File: config.mk
export PLATFORM = sky130hd
export DESIGN_NAME = mc_control_unit
export DESIGN_NICKNAME = d
export VERILOG_FILES = /design/src/rtl/mc_ctrl_pkg.sv /design/src/rtl/mc_control_unit_cond_unit.sv /design/src/rtl/mc_control_unit.sv
export SDC_FILE = /design/constraint.sdc
export NUM_CORES = 1
export LEC_CHECK = 0
export ABC_CLOCK_PERIOD_IN_PS = 1950
export BUFFER_PORTS_ARGS = -buffer_cell sky130_fd_sc_hd__clkbuf_2
export CORE_MARGIN = 3
export CORE_UTILIZATION = 40
export CTS_CLUSTER_SIZE = 12
export DETAILED_ROUTE_END_ITERATION = 16
export HOLD_SLACK_MARGIN = 0.15
export PLACE_DENSITY = 0.79
export SLEW_MARGIN = 20
export SYNTH_ARGS = -nofsm -noshare
export SYNTH_HDL_FRONTEND = slang
export SYNTH_SLANG_ARGS = --single-unit
File: constraint.sdc
create_clock -name clk -period 1.95 [get_ports clk]
set_input_delay 0.2925 -clock clk [delete_from_list [all_inputs] [get_ports clk]]
set_output_delay 0.2925 -clock clk [all_outputs]
set_load 0.03 [all_outputs]
File: src/rtl/mc_ctrl_pkg.sv
// Shared encodings for the multicycle ARM-subset control unit.
// Holds the FSM state enum, instruction field codes, ALU operation codes,
// datapath mux-select codes and the data-processing command decoder.
package mc_ctrl_pkg;

    typedef enum logic [3:0] {
        S_FETCH    = 4'd0,
        S_DECODE   = 4'd1,
        S_MEMADR   = 4'd2,
        S_MEMRD    = 4'd3,
        S_MEMWB    = 4'd4,
        S_MEMWR    = 4'd5,
        S_EXECUTER = 4'd6,
        S_EXECUTEI = 4'd7,
        S_ALUWB    = 4'd8,
        S_BRANCH   = 4'd9
    } state_e;

    // Op field, Instr[27:26]
    localparam logic [1:0] OP_DP  = 2'b00;
    localparam logic [1:0] OP_MEM = 2'b01;
    localparam logic [1:0] OP_BR  = 2'b10;
    localparam logic [1:0] OP_ILL = 2'b11;

    // Data-processing cmd field, Instr[24:21]
    localparam logic [3:0] CMD_AND = 4'b0000;
    localparam logic [3:0] CMD_EOR = 4'b0001;
    localparam logic [3:0] CMD_SUB = 4'b0010;
    localparam logic [3:0] CMD_ADD = 4'b0100;
    localparam logic [3:0] CMD_CMP = 4'b1010;
    localparam logic [3:0] CMD_ORR = 4'b1100;

    localparam logic [2:0] ALU_ADD = 3'b000;
    localparam logic [2:0] ALU_SUB = 3'b001;
    localparam logic [2:0] ALU_AND = 3'b010;
    localparam logic [2:0] ALU_ORR = 3'b011;
    localparam logic [2:0] ALU_EOR = 3'b100;

    localparam logic [1:0] SRCA_REG  = 2'b00;
    localparam logic [1:0] SRCA_PC   = 2'b01;
    localparam logic [1:0] SRCA_PCBR = 2'b10;

    localparam logic [1:0] SRCB_REG  = 2'b00;
    localparam logic [1:0] SRCB_IMM  = 2'b01;
    localparam logic [1:0] SRCB_FOUR = 2'b10;

    localparam logic [1:0] RES_ALUOUT = 2'b00;
    localparam logic [1:0] RES_DATA   = 2'b01;
    localparam logic [1:0] RES_ALURES = 2'b10;

    localparam logic [1:0] IMM_DP  = 2'b00;
    localparam logic [1:0] IMM_MEM = 2'b01;
    localparam logic [1:0] IMM_BR  = 2'b10;

    typedef struct packed {
        logic [2:0] alu_ctrl;
        logic       writeback;
        logic       nz_wr;
        logic       cv_wr;
        logic       is_cmp;
    } dp_dec_t;

    // Unsupported commands fall through as a NOP: ADD encoding on the ALU,
    // but no register writeback and no flag update.
    function automatic dp_dec_t decode_cmd(input logic [3:0] cmd);
        dp_dec_t d;
        d.alu_ctrl  = ALU_ADD;
        d.writeback = 1'b0;
        d.nz_wr     = 1'b0;
        d.cv_wr     = 1'b0;
        d.is_cmp    = 1'b0;
        case (cmd)
            CMD_ADD: begin
                d.alu_ctrl = ALU_ADD; d.writeback = 1'b1; d.nz_wr = 1'b1; d.cv_wr = 1'b1;
            end
            CMD_SUB: begin
                d.alu_ctrl = ALU_SUB; d.writeback = 1'b1; d.nz_wr = 1'b1; d.cv_wr = 1'b1;
            end
            CMD_CMP: begin
                d.alu_ctrl = ALU_SUB; d.nz_wr = 1'b1; d.cv_wr = 1'b1; d.is_cmp = 1'b1;
            end
            CMD_AND: begin
                d.alu_ctrl = ALU_AND; d.writeback = 1'b1; d.nz_wr = 1'b1;
            end
            CMD_ORR: begin
                d.alu_ctrl = ALU_ORR; d.writeback = 1'b1; d.nz_wr = 1'b1;
            end
            CMD_EOR: begin
                d.alu_ctrl = ALU_EOR; d.writeback = 1'b1; d.nz_wr = 1'b1;
            end
            default: ;
        endcase
        return d;
    endfunction

endpackage

File: src/rtl/mc_control_unit_cond_unit.sv
// Architectural NZCV flags register and condition evaluation.
//   clk, reset    : system clock, synchronous active-low reset
//   cond_i        : Instr[31:28]
//   alu_flags_i   : live {N,Z,C,V} from the ALU
//   flag_wr_i     : {update N/Z, update C/V} requested by the FSM
//   cond_ex_o     : instruction condition passes against the flags register
module cond_unit
    import mc_ctrl_pkg::*;
(
    input  logic       clk,
    input  logic       reset,
    input  logic [3:0] cond_i,
    input  logic [3:0] alu_flags_i,
    input  logic [1:0] flag_wr_i,
    output logic       cond_ex_o
);

    logic [3:0] flags_q, flags_d;
    logic       n, z, c, v;

    assign {n, z, c, v} = flags_q;

    always_comb begin
        cond_ex_o = 1'b0;
        case (cond_i)
            4'b0000: cond_ex_o = z;
            4'b0001: cond_ex_o = ~z;
            4'b0010: cond_ex_o = c;
            4'b0011: cond_ex_o = ~c;
            4'b0100: cond_ex_o = n;
            4'b0101: cond_ex_o = ~n;
            4'b0110: cond_ex_o = v;
            4'b0111: cond_ex_o = ~v;
            4'b1000: cond_ex_o = c & ~z;
            4'b1001: cond_ex_o = ~c | z;
            4'b1010: cond_ex_o = (n == v);
            4'b1011: cond_ex_o = (n != v);
            4'b1100: cond_ex_o = ~z & (n == v);
            4'b1101: cond_ex_o = z | (n != v);
            4'b1110: cond_ex_o = 1'b1;
            default: cond_ex_o = 1'b0;
        endcase
    end

    // A failed condition suppresses the flag update as well as the writeback.
    always_comb begin
        flags_d = flags_q;
        if (cond_ex_o && flag_wr_i[1]) flags_d[3:2] = alu_flags_i[3:2];
        if (cond_ex_o && flag_wr_i[0]) flags_d[1:0] = alu_flags_i[1:0];
    end

    always_ff @(posedge clk) begin
        if (!reset) flags_q <= 4'b0000;
        else        flags_q <= flags_d;
    end

endmodule

File: src/rtl/mc_control_unit.sv
// Multicycle control FSM and instruction decoder for the ARM-subset core.
// Inputs : clk, reset (sync, active-low), Instr (latched IR), ALUFlags (live NZCV).
// Outputs: datapath enables (PCWrite, MemWrite, RegWrite, IRWrite) and
//          selects (AdrSrc, RegSrc, ALUSrcA, ALUSrcB, ResultSrc, ImmSrc, ALUControl).
//
// state    | meaning
// ---------+-------------------------------------------------
// FETCH    | read instruction at PC, PC <= PC+4
// DECODE   | read register file, compute PC+8
// MEMADR   | compute load/store address (base + imm12)
// MEMRD    | read data memory
// MEMWB    | write loaded data to Rd (PC if Rd=15)
// MEMWR    | write store data to memory
// EXECUTER | data-processing, register operand
// EXECUTEI | data-processing, immediate operand
// ALUWB    | write ALU result to Rd (PC if Rd=15)
// BRANCH   | PC <= PC+8+imm24
module mc_control_unit
    import mc_ctrl_pkg::*;
(
    input  logic        clk,
    input  logic        reset,
    input  logic [31:0] Instr,
    input  logic [3:0]  ALUFlags,
    output logic        PCWrite,
    output logic        MemWrite,
    output logic        RegWrite,
    output logic        IRWrite,
    output logic        AdrSrc,
    output logic [1:0]  RegSrc,
    output logic [1:0]  ALUSrcA,
    output logic [1:0]  ALUSrcB,
    output logic [1:0]  ResultSrc,
    output logic [1:0]  ImmSrc,
    output logic [2:0]  ALUControl
);

    state_e     state_q, state_d;
    logic [1:0] op;
    logic       funct_i;
    logic [3:0] cmd;
    logic       s_l;
    logic       rd_is_pc;
    dp_dec_t    dec;
    logic       cond_ex;
    logic [1:0] flag_req;
    logic       pc_wr, mem_wr, reg_wr, ir_wr;
    logic       unused_instr;

    assign op       = Instr[27:26];
    assign funct_i  = Instr[25];
    assign cmd      = Instr[24:21];
    assign s_l      = Instr[20];
    assign rd_is_pc = (Instr[15:12] == 4'hF);
    assign dec      = decode_cmd(cmd);

    assign unused_instr = ^{Instr[19:16], Instr[11:0]};

    cond_unit u_cond (
        .clk         (clk),
        .reset       (reset),
        .cond_i      (Instr[31:28]),
        .alu_flags_i (ALUFlags),
        .flag_wr_i   (flag_req),
        .cond_ex_o   (cond_ex)
    );

    always_ff @(posedge clk) begin
        if (!reset) state_q <= S_FETCH;
        else        state_q <= state_d;
    end

    always_comb begin
        state_d    = state_q;
        pc_wr      = 1'b0;
        mem_wr     = 1'b0;
        reg_wr     = 1'b0;
        ir_wr      = 1'b0;
        AdrSrc     = 1'b0;
        ALUSrcA    = SRCA_REG;
        ALUSrcB    = SRCB_REG;
        ResultSrc  = RES_ALUOUT;
        ALUControl = ALU_ADD;
        flag_req   = 2'b00;
        case (state_q)
            S_FETCH: begin
                ir_wr     = 1'b1;
                pc_wr     = 1'b1;
                ALUSrcA   = SRCA_PC;
                ALUSrcB   = SRCB_FOUR;
                ResultSrc = RES_ALURES;
                state_d   = S_DECODE;
            end
            S_DECODE: begin
                ALUSrcA   = SRCA_PC;
                ALUSrcB   = SRCB_FOUR;
                ResultSrc = RES_ALURES;
                case (op)
                    OP_DP:   state_d = funct_i ? S_EXECUTEI : S_EXECUTER;
                    OP_MEM:  state_d = S_MEMADR;
                    OP_BR:   state_d = S_BRANCH;
                    default: state_d = S_FETCH;
                endcase
            end
            S_MEMADR: begin
                ALUSrcB = SRCB_IMM;
                state_d = s_l ? S_MEMRD : S_MEMWR;
            end
            S_MEMRD: begin
                AdrSrc  = 1'b1;
                state_d = S_MEMWB;
            end
            S_MEMWR: begin
                AdrSrc  = 1'b1;
                mem_wr  = cond_ex;
                state_d = S_FETCH;
            end
            S_MEMWB: begin
                ResultSrc = RES_DATA;
                reg_wr    = cond_ex;
                pc_wr     = cond_ex & rd_is_pc;
                state_d   = S_FETCH;
            end
            S_EXECUTER, S_EXECUTEI: begin
                ALUSrcB    = (state_q == S_EXECUTEI) ? SRCB_IMM : SRCB_REG;
                ALUControl = dec.alu_ctrl;
                // CMP always sets flags; others only with S=1.
                if (s_l || dec.is_cmp) flag_req = {dec.nz_wr, dec.cv_wr};
                state_d = dec.is_cmp ? S_FETCH : S_ALUWB;
            end
            S_ALUWB: begin
                ResultSrc = RES_ALUOUT;
                reg_wr    = cond_ex & dec.writeback;
                pc_wr     = cond_ex & dec.writeback & rd_is_pc;
                state_d   = S_FETCH;
            end
            S_BRANCH: begin
                ALUSrcA   = SRCA_PCBR;
                ALUSrcB   = SRCB_IMM;
                ResultSrc = RES_ALURES;
                pc_wr     = cond_ex;
                state_d   = S_FETCH;
            end
            default: state_d = S_FETCH;
        endcase
    end

    always_comb begin
        ImmSrc = IMM_DP;
        case (op)
            OP_MEM:  ImmSrc = IMM_MEM;
            OP_BR:   ImmSrc = IMM_BR;
            default: ImmSrc = IMM_DP;
        endcase
    end

    assign RegSrc = {(op == OP_MEM) & ~s_l, (op == OP_BR)};

    // No write may land while reset is held, even mid-instruction.
    assign PCWrite  = pc_wr  & reset;
    assign MemWrite = mem_wr & reset;
    assign RegWrite = reg_wr & reset;
    assign IRWrite  = ir_wr  & reset;

endmodule

# == Yosys cells after proc, flatten, opt, wreduce, memory -nomap -nowiden ==
# Index checks and enable logic that the tools add are counted.
# Widths: inputs -> output; s select.
# op_classes
mux,24
n_lt_le_gt_ge,0
n_bitwise,17
eq_ne,33
n_shift,0
n_mul,0
n_addsub,0
div_mod_pow,0
reduce_logical,16
# op_table
op,count
$eq 4x4->1 const B,12
$eq 4x3->1 const B,9
$eq 4x2->1 const B,5
$pmux 4 s5,1
$pmux 1 s15,1
$eq 4x1->1 const B,3
$logic_not 4->1,3
$pmux 2 s2,3
$pmux 3 s4,1
$pmux 4 s3,1
$and 1x1->1,10
$reduce_or 2->1,5
$mux 1,9
$mux 3,2
$pmux 2 s3,1
$reduce_or 3->1,2
$reduce_or 6->1,1
$not 1->1,5
$reduce_or 5->1,1
$mux 2,2
$mux 4,1
$pmux 1 s4,1
$eq 2x1->1 const B,1
$eq 2x2->1 const B,1
other kinds (7),9
# totals
rom_bits,0
wordCells,93
out_inout_bits,18
regBits,8
mem_bits_rw,0
mem_count,0
latchBits,0

# == Depth between registers and ports, before layout ==
# Gate-level depths: netlist (run 1).
# depth
ltp_word,7
depth_mapped,7

# == Modules after synthesis ==
# Synthesis (run 1) repeated with hierarchy kept, for this count alone.
# unflattened
cells_unflattened,135
area_unflattened_um2,1008.5
# modules_own_cells
mod,area_each_um2,cells_each,n_inst,seq_area_each_um2
mc_control_unit,559.3,80,1,80.1
cond_unit,449.2,55,1,80.1

# == Least setup slack after synthesis (run 1) ==
# OpenSTA, ideal clock, no wires.
# synth_path
path_kind,in2out
from,in Instr[30]
to,out PCWrite
path_stages,7
t_required_ns,1.657
t_arrival_ns,2.059
n_path_buf,1
slack_ns,-0.401
path_cell_list,buf_2 > nand2_1 > mux2i_1 > or4_1 > nand4_2 > nand2_2 > o31ai_1
# synth_via
elab_chain_len,6
word_cells_on_any_way,21
# synth_lines
item,line_no,rtl
"start, declared",mc_control_unit.sv:23,"input logic [31:0] Instr,"
"$eq 4x4->1, or another cell as far along",mc_control_unit_cond_unit.sv:25,case (cond_i)
$pmux 1 s15 (*),mc_control_unit_cond_unit.sv:25,
$and 1x1->1 (2 in a row),mc_control_unit.sv:134,pc_wr = cond_ex & dec.writeback & rd_is_pc;
$pmux 1 s4 (*),mc_control_unit.sv:85,case (state_q)
$and 1x1->1 (*),mc_control_unit.sv:160,assign PCWrite = pc_wr & reset;
"end, declared",mc_control_unit.sv:25,"output logic PCWrite,"
# Mark *: on every way between the ends. The rest lies on a longest branch, timed or not.

# == Worst setup path after layout (run 1) ==
# layout_path
from,reg u_cond.flags_q[3]
to,out RegWrite
# layout_via
elab_chain_len,6
word_cells_on_any_way,9
# layout_lines
item,line_no,rtl
"start, declared",mc_control_unit_cond_unit.sv:18,"logic [3:0] flags_q, flags_d;"
"start signal, assigned",mc_control_unit_cond_unit.sv:54,else flags_q <= flags_d;
$ne 1x1->1 or $eq 1x1->1 (tied branches),n/a,
$or 1x1->1 or $and 1x1->1 (tied branches),"mc_control_unit_cond_unit.sv:39, mc_control_unit_cond_unit.sv:38",
$pmux 1 s15 (*),mc_control_unit_cond_unit.sv:25,
$and 1x1->1,mc_control_unit.sv:133,reg_wr = cond_ex & dec.writeback;
$pmux 1 s2 (*),mc_control_unit.sv:85,
$and 1x1->1 (*),mc_control_unit.sv:162,assign RegWrite = reg_wr & reset;
"end, declared",mc_control_unit.sv:27,"output logic RegWrite,"
# Marks and branches as above.

==> impl_metrics.py, run 1 <==
metrics = {
    "status": {
        "status": "finished with violations",
        "violations": "setup timing",
    },
    "placement": {
        "place_ws_ps": -154,
        "dp_hpwl_mm": 1.90,
        "io_buffer_count": 39,
        "place_congestion": 0.794,
    },
    "global_route": {
        "use_met3": 0.0197,
        "antenna_found_initial": 0,
        "grt_pass1_wl_mm": 4.04,
        "grt_max_degree": 13,
        "gr-usage-met2": 0.357,
        "grt.total_usage": 0.192,
        "grt_util_met1": 0.212,
        "grt_pass1_vias": 972,
        "grt.overflow.total": 0,
        "top_usage_layer": "met2",
    },
    "clock_tree": {
        "clk_path_buf_depth": 2,
        "htree_levels": 1,
        "root_buffer": "clkbuf_4",
        "cts_tree": "yes",
        "cts_sinks": 8,
        "insertion_delay_ps": 260,
        "cts_inserted_buffers": 3,
        "clk_pin_slew_ps": 50,
    },
    "route": {
        "drt-initial-drc-count": 16,
        "postRouteWirelength_mm": 2.41,
        "wl_per_cell_um": 12.2,
        "drc_errors": 0,
        "vias": 1047,
        "viasPerCell": 5.31,
        "ant_nets": 0,
        "firstDrtPassIters": 4,
    },
    "sta": {
        "slew_violations": 0,
        "fmax_mhz": 445,
        "tightest_slew_ps": 403,
        "setup_viol": 3,
        "finalCritPeriodShare": 1.15,
        "rsz0062_at_grt": "true",
        "slew_headroom": 0.728,
        "period_needed_ps": 2250,
        "clock_skew_ps": 1.30,
        "timing.hold.ws_ps": 244,
        "hold_violations": 0,
        "fin_ws_ps": -299,
    },
    "synth": {
        "ys.warnings.count": 0,
        "synth_most_common_cell": "nand2_1",
        "async_flop_share": 0,
        "synth_top_area_share": 0.182,
        "synth_edf_count": 0,
        "synth_commonest_cells": "15 x nand2_1, 12 x nor2_1, 8 x dfxtp_1, 8 x o21ai_0, 7 x a21oi_1",
        "syn_area_um2": 882,
        "ys.flop_type": "dfxtp_1",
        "syn_area_per_cell_um2": 7.29,
        "ys_ff_latch": 8,
        "synth_cell_type_count": 41,
        "syn_inst": 121,
        "yosysSeqAreaShare": 0.182,
        "yosys.area.top_type": "dfxtp_1",
        "synth_nets": 159,
        "synth.area.top_cells": "dfxtp_1 18%, nand2_1 6.4%, a2111oi_4 6.2%, mux2i_1 5.7%, nor2_1 5.1%",
    },
    "pwr": {
        "leakagePower_nw": 0.580,
        "ir_drop_mv": 0.417,
        "power_density_nw_per_um2": 421,
    },
    "setup_path": {
        "critPathArrivalTime_ps": 1960,
        "ff2ff_setup_slack_ps": 110,
        "max_stage_delay_ps": 420,
        "crit_family": "simple AND/OR/NAND/NOR gates",
        "cp_max_fo": 4,
        "cp.depth": 7,
        "required_ps": 1660,
        "crit_type": "register to output port",
        "endpoint": "RegWrite",
        "start_kind": "register",
        "reg2reg_depth": 8,
        "worstPathCellList": "xnor2_2, mux2i_2, or4_1, nand4_2, nand2_4, a2111oi_4, clkbuf_8",
        "path_buf_inv": 1,
        "cp_slowest_cell": "or4_1",
        "r2r-end": "u_cond.flags_q[3]",
        "cp-end-kind": "output port",
        "r2r_start": "u_cond.flags_q[3]",
        "critPathLaunch": "u_cond.flags_q[3]",
    },
    "floorplanning": {
        "die_w_um": 53.0,
        "die_area_um2": 2800,
        "core_area_um2": 2020,
        "row_count": 16,
        "pin_count": 56,
        "initial_core_util": 0.436,
        "die_y_um": 53.0,
    },
    "run": {
        "max_cap_viol_count": 0,
    },
    "min_path": {
        "min_path_type": "primary input to register",
    },
    "final_layout": {
        "nNetsFinal": 210,
        "diodes": 0,
        "layout-drive-gt1-share": 0.459,
        "fin_util": 0.637,
        "areaGrowthSynthToFinish_pct": 46.0,
    },
}
[flip-flops by register name (all words and copies together), names as in the netlist]
signal	flops
state_q	4
u_cond.flags_q	4
[placed cells by master (no fill, tap or decap), types with 2 or more instances in the layout]
cell and count:
dfxtp_1 5, a2111oi_4 2, nor2_1 12, a211oi_1 2, dfxtp_4 2, inv_1 5, o21ai_0 7, nand2b_1 6
nor2b_1 3, nand2_1 15, mux2i_1 4, nor4_1 2, clkbuf_2 36, xnor2_1 3, buf_4 18, nor3_1 5
nand3b_1 4, clkbuf_4 3, a21oi_1 7, clkbuf_8 3
[how the worst min path moves through the flow]
stage	start	to	cells past startpoint
after floorplan	Instr[26]	state_q[3]	1
after global placement	u_cond.flags_q[1]	u_cond.flags_q[1]	2
after detailed placement	u_cond.flags_q[2]	u_cond.flags_q[2]	2
after CTS	ALUFlags[0]	u_cond.flags_q[0]	3
after global routing	ALUFlags[0]	u_cond.flags_q[0]	3
final	ALUFlags[0]	u_cond.flags_q[0]	3
[power by group]
group / switching [mW] / internal (mW) / total (mW)
clock network: 0.0585 / 0.0706 / 0.129
logic: 0.135 / 0.0962 / 0.231
registers: 0.0150 / 0.167 / 0.182
total: 0.209 / 0.334 / 0.542
[worst reg2reg max path: cells and delay by family, from the launching register on]
family | cells | cell delay [ps]
buffers and inverters | 2 | 290
DFF | 1 | 370
and+or+nand+nor | 2 | 400
AOI/OAI and AO/OA | 3 | 510
muxes | 1 | 200
[metrics by stage]
| stage | instance area, µm² | setup TNS [ps] | std cells | power [mW] |
|---|---|---|---|---|
| 6_report | 1290 | -833 | 197 | 0.542 |
| 5_1_grt | 1290 | -1090 | 197 | 0.575 |
| 4_1_cts | 1260 | -754 | 196 | 0.545 |
| 3_5_place_dp | 1190 | -538 | 192 | 0.408 |
| 3_3_place_gp | 1190 | -261 | 192 | 0.402 |
| 2_1_floorplan | 908 | -56.3 | 121 | 0.334 |
[logic make-up (layout without fill, tap and decap cells)]
kind of cell / Yosys count / count (layout) / synth area share
flip-flops: 8 / 8 / 0.182
buffers and inverters: 16 / 65 / 0.0993
AND/OR/NAND/NOR: 60 / 60 / 0.369
AO/OA/AOI/OAI: 26 / 26 / 0.231
multiplexers: 6 / 6 / 0.0695
XOR/XNOR: 5 / 5 / 0.0496
[area by class of cell]
class | instances | area [µm²]
Tap cell | 27 | 33.8
Fill cell | 174 | 734
Timing Repair Buffer | 57 | 357
Sequential cell | 8 | 169
Inverter | 5 | 18.8
Clock buffer | 3 | 22.5
Multi-Input combinational cell | 97 | 687
[what timing repair did]
action	in CTS	in global routing
resized for setup	12	5
pin swaps	3	2
setup buffers	1	1
endpoints found under the setup margin	3	8
gates cloned	0	0
hold buffers	0	0
[per-layer routing]
layer	vias up	part of all wire
li1	527	-
met4	0	0.014
met1	486	0.42
met3	3	0.044
met2	31	0.52
met5	-	0
Power figures use the tool's default switching activity.
==> run 2, diff against run 1 <==
--- a/config.mk
+++ b/config.mk
@@ -5,14 +5,18 @@
 export SDC_FILE = /design/constraint.sdc
 export NUM_CORES = 1
 export LEC_CHECK = 0
+export ABC_AREA = 1
 export ABC_CLOCK_PERIOD_IN_PS = 1950
 export BUFFER_PORTS_ARGS = -buffer_cell sky130_fd_sc_hd__clkbuf_2
+export CELL_PAD_IN_SITES_DETAIL_PLACEMENT = 0
+export CELL_PAD_IN_SITES_GLOBAL_PLACEMENT = 2
+export CORE_ASPECT_RATIO = 1.75
 export CORE_MARGIN = 3
-export CORE_UTILIZATION = 40
+export CORE_UTILIZATION = 18
 export CTS_CLUSTER_SIZE = 12
 export DETAILED_ROUTE_END_ITERATION = 16
 export HOLD_SLACK_MARGIN = 0.15
-export PLACE_DENSITY = 0.79
+export PLACE_DENSITY = 0.82
 export SLEW_MARGIN = 20
 export SYNTH_ARGS = -nofsm -noshare
 export SYNTH_HDL_FRONTEND = slang
==> impl_metrics.py, run 2 <==
metrics = {
    "final_layout": {
        "fin_util": 0.272,
        "final_cell_mix": "36 x clkbuf_2, 33 x nand2_1, 28 x inv_1, 27 x nor2_1, 22 x nand3_1",
        "final_common_cell": "clkbuf_2",
        "reg.largest.list": "state_q (4), u_cond.flags_q (4)",
        "final_cell_area_um2": 1210,
        "nNetsFinal": 245,
        "areaGrowthSynthToFinish_pct": 44.1,
        "layout-drive-gt1-share": 0.327,
        "diodes": 0,
    },
    "sta": {
        "tns_ps": 0,
        "slew_headroom": 0.727,
        "clock_skew_ps": 1.45,
        "finalCritPeriodShare": 0.942,
        "setup_viol": 0,
        "period_needed_ps": 1840,
        "fmax_mhz": 545,
        "timing.hold.ws_ps": 371,
        "slew_violations": 0,
        "tightest_slew_ps": 408,
        "hold_violations": 0,
    },
    "placement": {
        "io_buffer_count": 39,
        "place_congestion": 0.793,
        "place_area_um2": 1100,
        "dp_hpwl_mm": 2.44,
    },
    "synth": {
        "syn_area_per_cell_um2": 5.21,
        "ys.warnings.count": 0,
        "synth_nets": 199,
        "ys_ff_latch": 8,
        "yosys.area.top_type": "dfxtp_1",
        "synth_commonest_cells": "35 x nand2_1, 30 x inv_1, 29 x nor2_1",
        "synth_edf_count": 0,
        "synth.area.top_cells": "dfxtp_1 19%, nand2_1 16%, nand3_1 14%, inv_1 13%, nor2_1 13%",
        "synth_most_common_cell": "nand2_1",
        "synth_top_area_share": 0.191,
        "syn_area_um2": 840,
        "async_flop_share": 0,
        "syn_inst": 161,
        "ys.flop_type": "dfxtp_1",
        "synth_cell_type_count": 18,
        "yosysSeqAreaShare": 0.191,
    },
    "global_route": {
        "antenna_found_initial": 0,
        "grt_max_degree": 10,
        "grt_pass1_wl_mm": 4.71,
        "grt.overflow.total": 0,
        "grt.total_usage": 0.108,
        "grt_pass1_vias": 1107,
    },
    "setup_path": {
        "reg2reg_depth": 8,
        "worstPathCellList": "buf_4, nor2_1, nand3_1, nand2_1, nand3_1, nand2_1, buf_6",
        "cp_slowest_cell": "dfxtp_2",
        "cp-end-kind": "output port",
        "critPathArrivalTime_ps": 1540,
        "required_ps": 1660,
        "start_kind": "register",
        "crit_type": "register to output port",
        "cp_max_fo": 6,
        "max_stage_delay_ps": 320,
    },
    "pwr": {
        "p_switching_mw": 0.228,
        "switching_share": 0.373,
        "p_comb_frac": 0.379,
        "p_clk_frac": 0.333,
        "p_total_mw": 0.613,
        "power_density_nw_per_um2": 507,
        "leakagePower_nw": 0.649,
        "pwr-share-seq": 0.289,
        "p_int_mw": 0.385,
        "ir_drop_mv": 0.330,
    },
    "clock_tree": {
        "htree_levels": 1,
        "clk_path_buf_depth": 2,
        "cts_inserted_buffers": 3,
        "clk_pin_slew_ps": 40,
        "root_buffer": "clkbuf_8",
        "insertion_delay_ps": 230,
        "cts_sinks": 8,
        "cts_tree": "yes",
    },
    "route": {
        "drc_errors": 0,
        "ant_nets": 0,
        "postRouteWirelength_mm": 2.90,
        "drt-initial-drc-count": 23,
        "viasPerCell": 4.59,
        "firstDrtPassIters": 6,
        "wl_per_cell_um": 11.3,
        "vias": 1175,
    },
    "min_path": {
        "min_delay_path_depth": 5,
        "min_path_type": "primary input to register",
    },
    "floorplanning": {
        "die_y_um": 96.3,
        "pin_count": 56,
        "die_w_um": 57.6,
        "die_area_um2": 5550,
        "row_count": 32,
        "core_area_um2": 4440,
        "initial_core_util": 0.189,
    },
    "run": {
        "max_cap_viol_count": 0,
    },
    "status": {
        "status": "complete, no violations",
    },
}
-- run 2: cell types whose count changed in the layout (fill, tap and decap cells not counted), sizes merged, moves of 3 or more --
cell | before | now
buf | 18 | 8
nand3 | 1 | 23
clkbuf | 42 | 39
xnor2 | 4 | 0
nand3b | 4 | 0
nor2b | 3 | 0
o21ai | 8 | 5
a21oi | 7 | 11
nor4 | 3 | 0
nor2 | 12 | 32
nand2b | 6 | 0
mux2i | 5 | 0
nand2 | 16 | 37
inv | 5 | 31
-- run 2: stage by stage --
stage                     setup WS [ps]  std cells
after detailed placement            181        251
after global placement              160        251
after CTS                          10.2        254
after global routing              -31.4        256
after floorplan                    92.7        161
final                               113        256
-- run 2: cell type report --
class                           count  area (µm²)
Sequential cell                     8         166
Clock buffer                        3        41.3
Tap cell                           51        63.8
Inverter                           31         119
Multi-Input combinational cell    119         572
Fill cell                         512        3230
Timing Repair Buffer               44         248
-- run 2: what timing repair did --
item,in CTS,in global routing
hold buffers,0,0
pin swaps,0,5
endpoints found under the setup margin,1,3
gates resized for setup,1,27
buffers inserted,0,2
endpoints found under the hold margin,0,0
-- run 2: power groups by stage --
stage                     logic (mW)  clock network [mW]  registers (mW)
final                          0.232               0.204           0.177
after global routing           0.260               0.220           0.177
after CTS                      0.215               0.208           0.174
after detailed placement       0.214                   0           0.177
after global placement         0.214                   0           0.176
after floorplan                0.138                   0           0.177
-- run 2: worst paths after layout --
kind                           from           endpoint  slack (ps)
setup / recovery         state_q[1]            PCWrite         110
hold / removal          ALUFlags[0]  u_cond.flags_q[0]         370
setup reg to reg         state_q[3]  u_cond.flags_q[3]         480
hold reg to reg   u_cond.flags_q[3]  u_cond.flags_q[3]         500
-- run 2: per-layer routing --
layer  routed length [µm]  part of all wire  GRT usage  up-vias
met3                  177             0.061     0.0188       10
met5                    0                 0          0        -
met4                   56             0.019     0.0290        0
li1                     -                 -          -      601
met1                 1010              0.35     0.0973      521
met2                 1650              0.57      0.230       43
-- run 2: cell families after synthesis --
kind of cell | after synthesis | synth area share
buffers and inverters | 34 | 0.165
and+or+nand+nor | 100 | 0.514
DFF | 8 | 0.191
AOI/OAI and AO/OA | 19 | 0.130
-- run 2: critical path: cells and delay by family (launching register included) --
kind          cells  cell delay (ps)
buf+inv           2              280
simple gates      5              720
flops             1              320
